<file path="config.mk">
export PLATFORM = sky130hd
export DESIGN_NAME = bram_fifo
export DESIGN_NICKNAME = d
export VERILOG_FILES = /design/src/rtl/bram_fifo_pkg.sv /design/src/rtl/bram_fifo_bram_1r1w.sv /design/src/rtl/bram_fifo.sv
export SDC_FILE = /design/constraint.sdc
export NUM_CORES = 1
export LEC_CHECK = 0
export ABC_AREA = 1
export BUFFER_PORTS_ARGS = -buffer_cell sky130_fd_sc_hd__buf_2
export CORE_UTILIZATION = 55
export DETAILED_ROUTE_END_ITERATION = 7
export PLACE_DENSITY_LB_ADDON = 0.15
export SYNTH_ARGS = -nofsm -noshare
export SYNTH_HDL_FRONTEND = slang
export SYNTH_SLANG_ARGS = --single-unit
</file>
<file path="constraint.sdc">
create_clock -name clk -period 2.9 [get_ports clk]
set_input_delay 0.58 -clock clk [delete_from_list [all_inputs] [get_ports clk]]
set_output_delay 0.58 -clock clk [all_outputs]
set_load 0.1 [all_outputs]
</file>
<file path="src/rtl/bram_fifo_pkg.sv">
// Shared constants and types for the block-RAM backed FIFO.
package bram_fifo_pkg;

  localparam int DEFAULT_DATA_WIDTH = 32;
  localparam int DEFAULT_ADDR_WIDTH = 4;

  // Occupancy count at the default depth: needs one bit more than the address
  // so that a completely full RAM plus the output stages can be represented.
  typedef logic [DEFAULT_ADDR_WIDTH:0] count_t;

endpackage

</file>
<file path="src/rtl/bram_fifo_bram_1r1w.sv">
// Simple dual-port RAM: one write port with per-column enables, one read port
// with a registered output. The read register holds whenever a write happens
// in the same cycle (no-change behaviour).
module bram_1r1w
  import bram_fifo_pkg::*;
#(
  parameter int DATA_WIDTH = DEFAULT_DATA_WIDTH,
  parameter int ADDR_WIDTH = DEFAULT_ADDR_WIDTH,
  parameter int NUM_COL    = 1
) (
  input  logic                  clk,
  input  logic                  wr_en,
  input  logic [NUM_COL-1:0]    wr_be,
  input  logic [ADDR_WIDTH-1:0] wr_addr,
  input  logic [DATA_WIDTH-1:0] wr_data,
  input  logic                  rd_en,
  input  logic [ADDR_WIDTH-1:0] rd_addr,
  output logic [DATA_WIDTH-1:0] rd_data
);

  localparam int COL_WIDTH = DATA_WIDTH / NUM_COL;
  localparam int DEPTH     = 1 << ADDR_WIDTH;

  logic [DATA_WIDTH-1:0] mem_q [DEPTH];
  logic [DATA_WIDTH-1:0] rd_data_q;
  logic [DATA_WIDTH-1:0] rd_data_d;

  // Column-masked write into the storage array (RAM contents are never reset).
  always_ff @(posedge clk) begin
    if (wr_en) begin
      for (int c = 0; c < NUM_COL; c++) begin
        if (wr_be[c]) begin
          mem_q[wr_addr][c*COL_WIDTH +: COL_WIDTH] <= wr_data[c*COL_WIDTH +: COL_WIDTH];
        end
      end
    end
  end

  // Read register only loads on a read cycle that has no concurrent write.
  always_comb begin
    rd_data_d = rd_data_q;
    if (rd_en && !wr_en) begin
      rd_data_d = mem_q[rd_addr];
    end
  end

  // Registered read output, behaves like a block-RAM output latch.
  always_ff @(posedge clk) begin
    rd_data_q <= rd_data_d;
  end

  assign rd_data = rd_data_q;

endmodule

</file>
<file path="src/rtl/bram_fifo.sv">
// FIFO built on a single 1R1W block RAM with a registered output stage.
// Handshake: a transfer happens on a port in any cycle where its valid and
// ready are both high; push_ready depends only on registered state, and
// pop_valid/pop_data stay stable until the consumer takes the entry.
module bram_fifo
  import bram_fifo_pkg::*;
#(
  parameter int DATA_WIDTH = DEFAULT_DATA_WIDTH,
  parameter int ADDR_WIDTH = DEFAULT_ADDR_WIDTH
) (
  input  logic                  clk,
  input  logic                  rst_n,
  input  logic                  push_valid,
  output logic                  push_ready,
  input  logic [DATA_WIDTH-1:0] push_data,
  output logic                  pop_valid,
  input  logic                  pop_ready,
  output logic [DATA_WIDTH-1:0] pop_data,
  output logic [ADDR_WIDTH:0]   count
);

  localparam logic [ADDR_WIDTH:0] DEPTH = {1'b1, {ADDR_WIDTH{1'b0}}};

  logic [ADDR_WIDTH-1:0] wr_ptr_q, wr_ptr_d;
  logic [ADDR_WIDTH-1:0] rd_ptr_q, rd_ptr_d;
  logic [ADDR_WIDTH:0]   ram_count_q, ram_count_d;
  logic                  rd_pending_q, rd_pending_d;
  logic                  out_valid_q, out_valid_d;
  logic [DATA_WIDTH-1:0] pop_data_q, pop_data_d;
  logic [DATA_WIDTH-1:0] ram_rd_data;

  logic push_fire;
  logic pop_fire;
  logic rd_issue;

  assign push_ready = (ram_count_q < DEPTH);
  assign push_fire  = push_valid && push_ready;
  assign pop_fire   = out_valid_q && pop_ready;
  // Prefetch into the output register only when nothing is in flight, the
  // output slot is free (or being freed) and the write port is idle: a push
  // always wins the RAM over a prefetch.
  assign rd_issue   = (ram_count_q != '0) && !push_fire && !rd_pending_q &&
                      (!out_valid_q || pop_fire);

  assign pop_valid  = out_valid_q;
  assign pop_data   = pop_data_q;
  assign count      = ram_count_q + {{ADDR_WIDTH{1'b0}}, rd_pending_q}
                                  + {{ADDR_WIDTH{1'b0}}, out_valid_q};

  // Next-state for pointers, RAM occupancy and the output stage.
  always_comb begin
    wr_ptr_d     = wr_ptr_q;
    rd_ptr_d     = rd_ptr_q;
    ram_count_d  = ram_count_q;
    rd_pending_d = rd_issue;
    out_valid_d  = out_valid_q;
    pop_data_d   = pop_data_q;

    if (push_fire) begin
      wr_ptr_d    = wr_ptr_q + 1'b1;
      ram_count_d = ram_count_q + 1'b1;
    end else if (rd_issue) begin
      rd_ptr_d    = rd_ptr_q + 1'b1;
      ram_count_d = ram_count_q - 1'b1;
    end

    if (pop_fire) begin
      out_valid_d = 1'b0;
    end
    // A read in flight lands in the output register; the issue rule
    // guarantees the slot is empty by then.
    if (rd_pending_q) begin
      out_valid_d = 1'b1;
      pop_data_d  = ram_rd_data;
    end
  end

  // Control state register with asynchronous reset.
  always_ff @(posedge clk or negedge rst_n) begin
    if (!rst_n) begin
      wr_ptr_q     <= '0;
      rd_ptr_q     <= '0;
      ram_count_q  <= '0;
      rd_pending_q <= 1'b0;
      out_valid_q  <= 1'b0;
      pop_data_q   <= '0;
    end else begin
      wr_ptr_q     <= wr_ptr_d;
      rd_ptr_q     <= rd_ptr_d;
      ram_count_q  <= ram_count_d;
      rd_pending_q <= rd_pending_d;
      out_valid_q  <= out_valid_d;
      pop_data_q   <= pop_data_d;
    end
  end

  bram_1r1w #(
    .DATA_WIDTH (DATA_WIDTH),
    .ADDR_WIDTH (ADDR_WIDTH),
    .NUM_COL    (1)
  ) u_ram (
    .clk     (clk),
    .wr_en   (push_fire),
    .wr_be   (1'b1),
    .wr_addr (wr_ptr_q),
    .wr_data (push_data),
    .rd_en   (rd_issue),
    .rd_addr (rd_ptr_q),
    .rd_data (ram_rd_data)
  );

endmodule

</file>
==> out/results.ini <==
[timing]
layout_setup_ws_ps = 145
finalCritPeriodShare_pct = 95.0
holdWs_ps = 232
hold_violations = 0
tightest_slew_ps = 895
min_period_ps = 2750
relSlewSlack_pct = 40.3
finClkSkew_ps = 15.3
report.final.slew_viol_count = 0
tns_ps = 0
setup_viol = 0
rsz0062_at_grt = false
fmax_mhz = 363

[layout]
regArea_mm2 = 0.0175
multi_input_area_mm2 = 0.00580
area_growth_pct = 13.6
finalNonFillerCells = 3004
diodes = 0
final_nets = 2416
drive_gt1_share_pct = 9.92
nFillCells = 3382
final_area_mm2 = 0.0278

[synth]
yosys_warnings = 0
syn_inst = 2288
synth_ff_type = edfxtp_1
yosysMostFrequentCell = nand2_1
synth_area_leaders = edfxtp_1, nand2_1, dfrtp_1
syn_avg_cell_area_um2 = 10.7
synthArstFlopShare_pct = 7.95
netlist_area_mm2 = 0.0245
yosys-top-cells-count = nand2_1, edfxtp_1, nor2_1, inv_1, nand3_1
synth_top_area_share_pct = 66.8
synth_largest_area_cell = edfxtp_1
syn_nets = 2335
ys_types = 21
synth_edf_count = 544
ys_seq_area_share_pct = 71.6
ys_ff_latch = 591

[floorplan]
die_x_um = 213
core_region_area_mm2 = 0.0435
rows = 76
io_pins = 75
dieArea_mm2 = 0.0453
die_y_um = 213
start_util_pct = 56.3

[clocking]
htreeDepth = 2
cts.sinks = 591
clk_pin_slew_ps = 60
worstSkewPairLatency_ps = 610
numCtsBuffers = 58
cts_tree = done
clock_path_buffers = 3
clockRootBuffer = clkbuf_16

[hold_path]
min_path_type = primary input to register
holdCritStartpoint = pop_ready

[grt]
grt_pass1_vias = 14931
grt_overflow_total = 0
antenna_found_initial = 0
grt_usage_pct = 25.7
grt_start_max_net_pins = 141
grt_pass1_wl_mm = 85.8

[routing]
wire_per_inst_um = 18.8
drtPass1Iterations = 5
drc = 0
vias = 15590
drtIter0Drc = 1197
postRouteAntennaNets = 0
vias_per_cell = 5.19
drt-total-wl_mm = 56.5

[placed_design]
port-buffer-count = 74
dp_cells = 2891
hpwl_mm = 32.0
post-place-ws_ps = 402
post_dp_cell_area_mm2 = 0.0258
gp_congestion = 0.808

[outcome]
status = complete, no violations

[setup_path]
worstPathRequired_ps = 2320
end_kind = output port
crit_path_max_fanout = 3
crit_path_start = pop_valid
regToRegStartpoint = ram_count_q[4]
worstSetupPathType = register to output port
start_kind = register
arrival_ps = 2170
reg2reg_slack_ps = 720

[power]
combPwrFrac_pct = 36.6
intPower_mw = 17.5
p_sw_mw = 11.5
seqPwrFrac_pct = 37.9
ir_drop_mv = 1.10
switching_share_pct = 39.7
power_density_mw_per_mm2 = 1040
leakagePower_nw = 11.6
clockPowerShare_pct = 25.5

[job]
maxCapViolCount = 0

## critical path, stage by stage (launching register included)
cell	delay, ps
dfrtp_4	410
inv_1	60
fa_2	390
inv_2	80
ha_4	150
nand3_4	90
xor2_4	200
buf_12	190
## kinds of logic after synthesis
kind of cell	share of synthesized area [%]
AO/OA/AOI/OAI	0.0819
adder cells (fa/ha/maj)	0.624
AND/OR/NAND/NOR	21.9
XOR/XNOR	0.358
flip-flops	71.6
buffers and inverters	5.44
## power groups by stage
stage	sequential, mW	clock [mW]	combinational, mW
after floorplan	12.7	0	5.96
after global placement	11.1	0	10.4
after detailed placement	11.2	0	10.6
after CTS	11.0	7.49	10.7
after global routing	11.1	7.82	11.6
final	11.0	7.38	10.6
## final timing paths
kind,to,cells after the start
worst max-delay path,count[4],7
worst min-delay path,pop_valid,4
worst max register to register,u_ram.mem_q[6][10],4
worst min register to register,pop_data[24],2
max in group asynchronous,ram_count_q[0],3
min in group asynchronous,rd_ptr_q[2],2
## per-layer routing
| metal | part of all wire (%) | vias up | global-route usage (%) |
|---|---|---|---|
| met5 | 0 | - | 0 |
| met4 | 2.9 | 0 | 8.06 |
| met3 | 5.5 | 99 | 3.44 |
| met2 | 48 | 431 | 43.2 |
| met1 | 43 | 7498 | 34.8 |
| li1 | - | 7562 | - |
## layout by cell type, fill, tap and decap left out, drive strengths merged, types with 2 or more instances in the layout
cell type  instances
nor2             214
edfxtp           544
clkinv            22
xor2               9
nand2            935
ha                 9
dfrtp             47
nand3            202
o21ai              2
inv              215
buf              125
clkbuf            80
bufinv             6
a21oi              2
fa                 2
## area by class of cell
class	count	share of cell area (%)
clock buffer	80	5.60
timing repair buffer	126	3.78
inverter	214	2.91
sequential	591	63.1
clock inverter	30	1.12
multi-input combinational	1378	20.9
tap	585	2.63
## flip-flops by register name, summed over array words and instances, names as in the netlist
register,count
u_ram.mem_q,512
pop_data,32
u_ram.rd_data,32
ram_count_q,5
rd_ptr_q,4
wr_ptr_q,4
pop_valid,1
rd_pending_q,1
## timing repair
action,CTS,global route
setup endpoints to repair,2,1
resized for setup,5,2
hold endpoints to repair,9,0
hold buffers,1,0
pin swaps,0,1
buffers inserted,1,1
## per-stage QoR
stage,power (mW),util [%]
floorplan,18.6,-
global placement,21.6,59.5
detailed placement,21.7,59.5
CTS,29.1,63.9
global route,30.5,63.9
finish,29.0,63.9
Power figures use the tool's default switching activity.
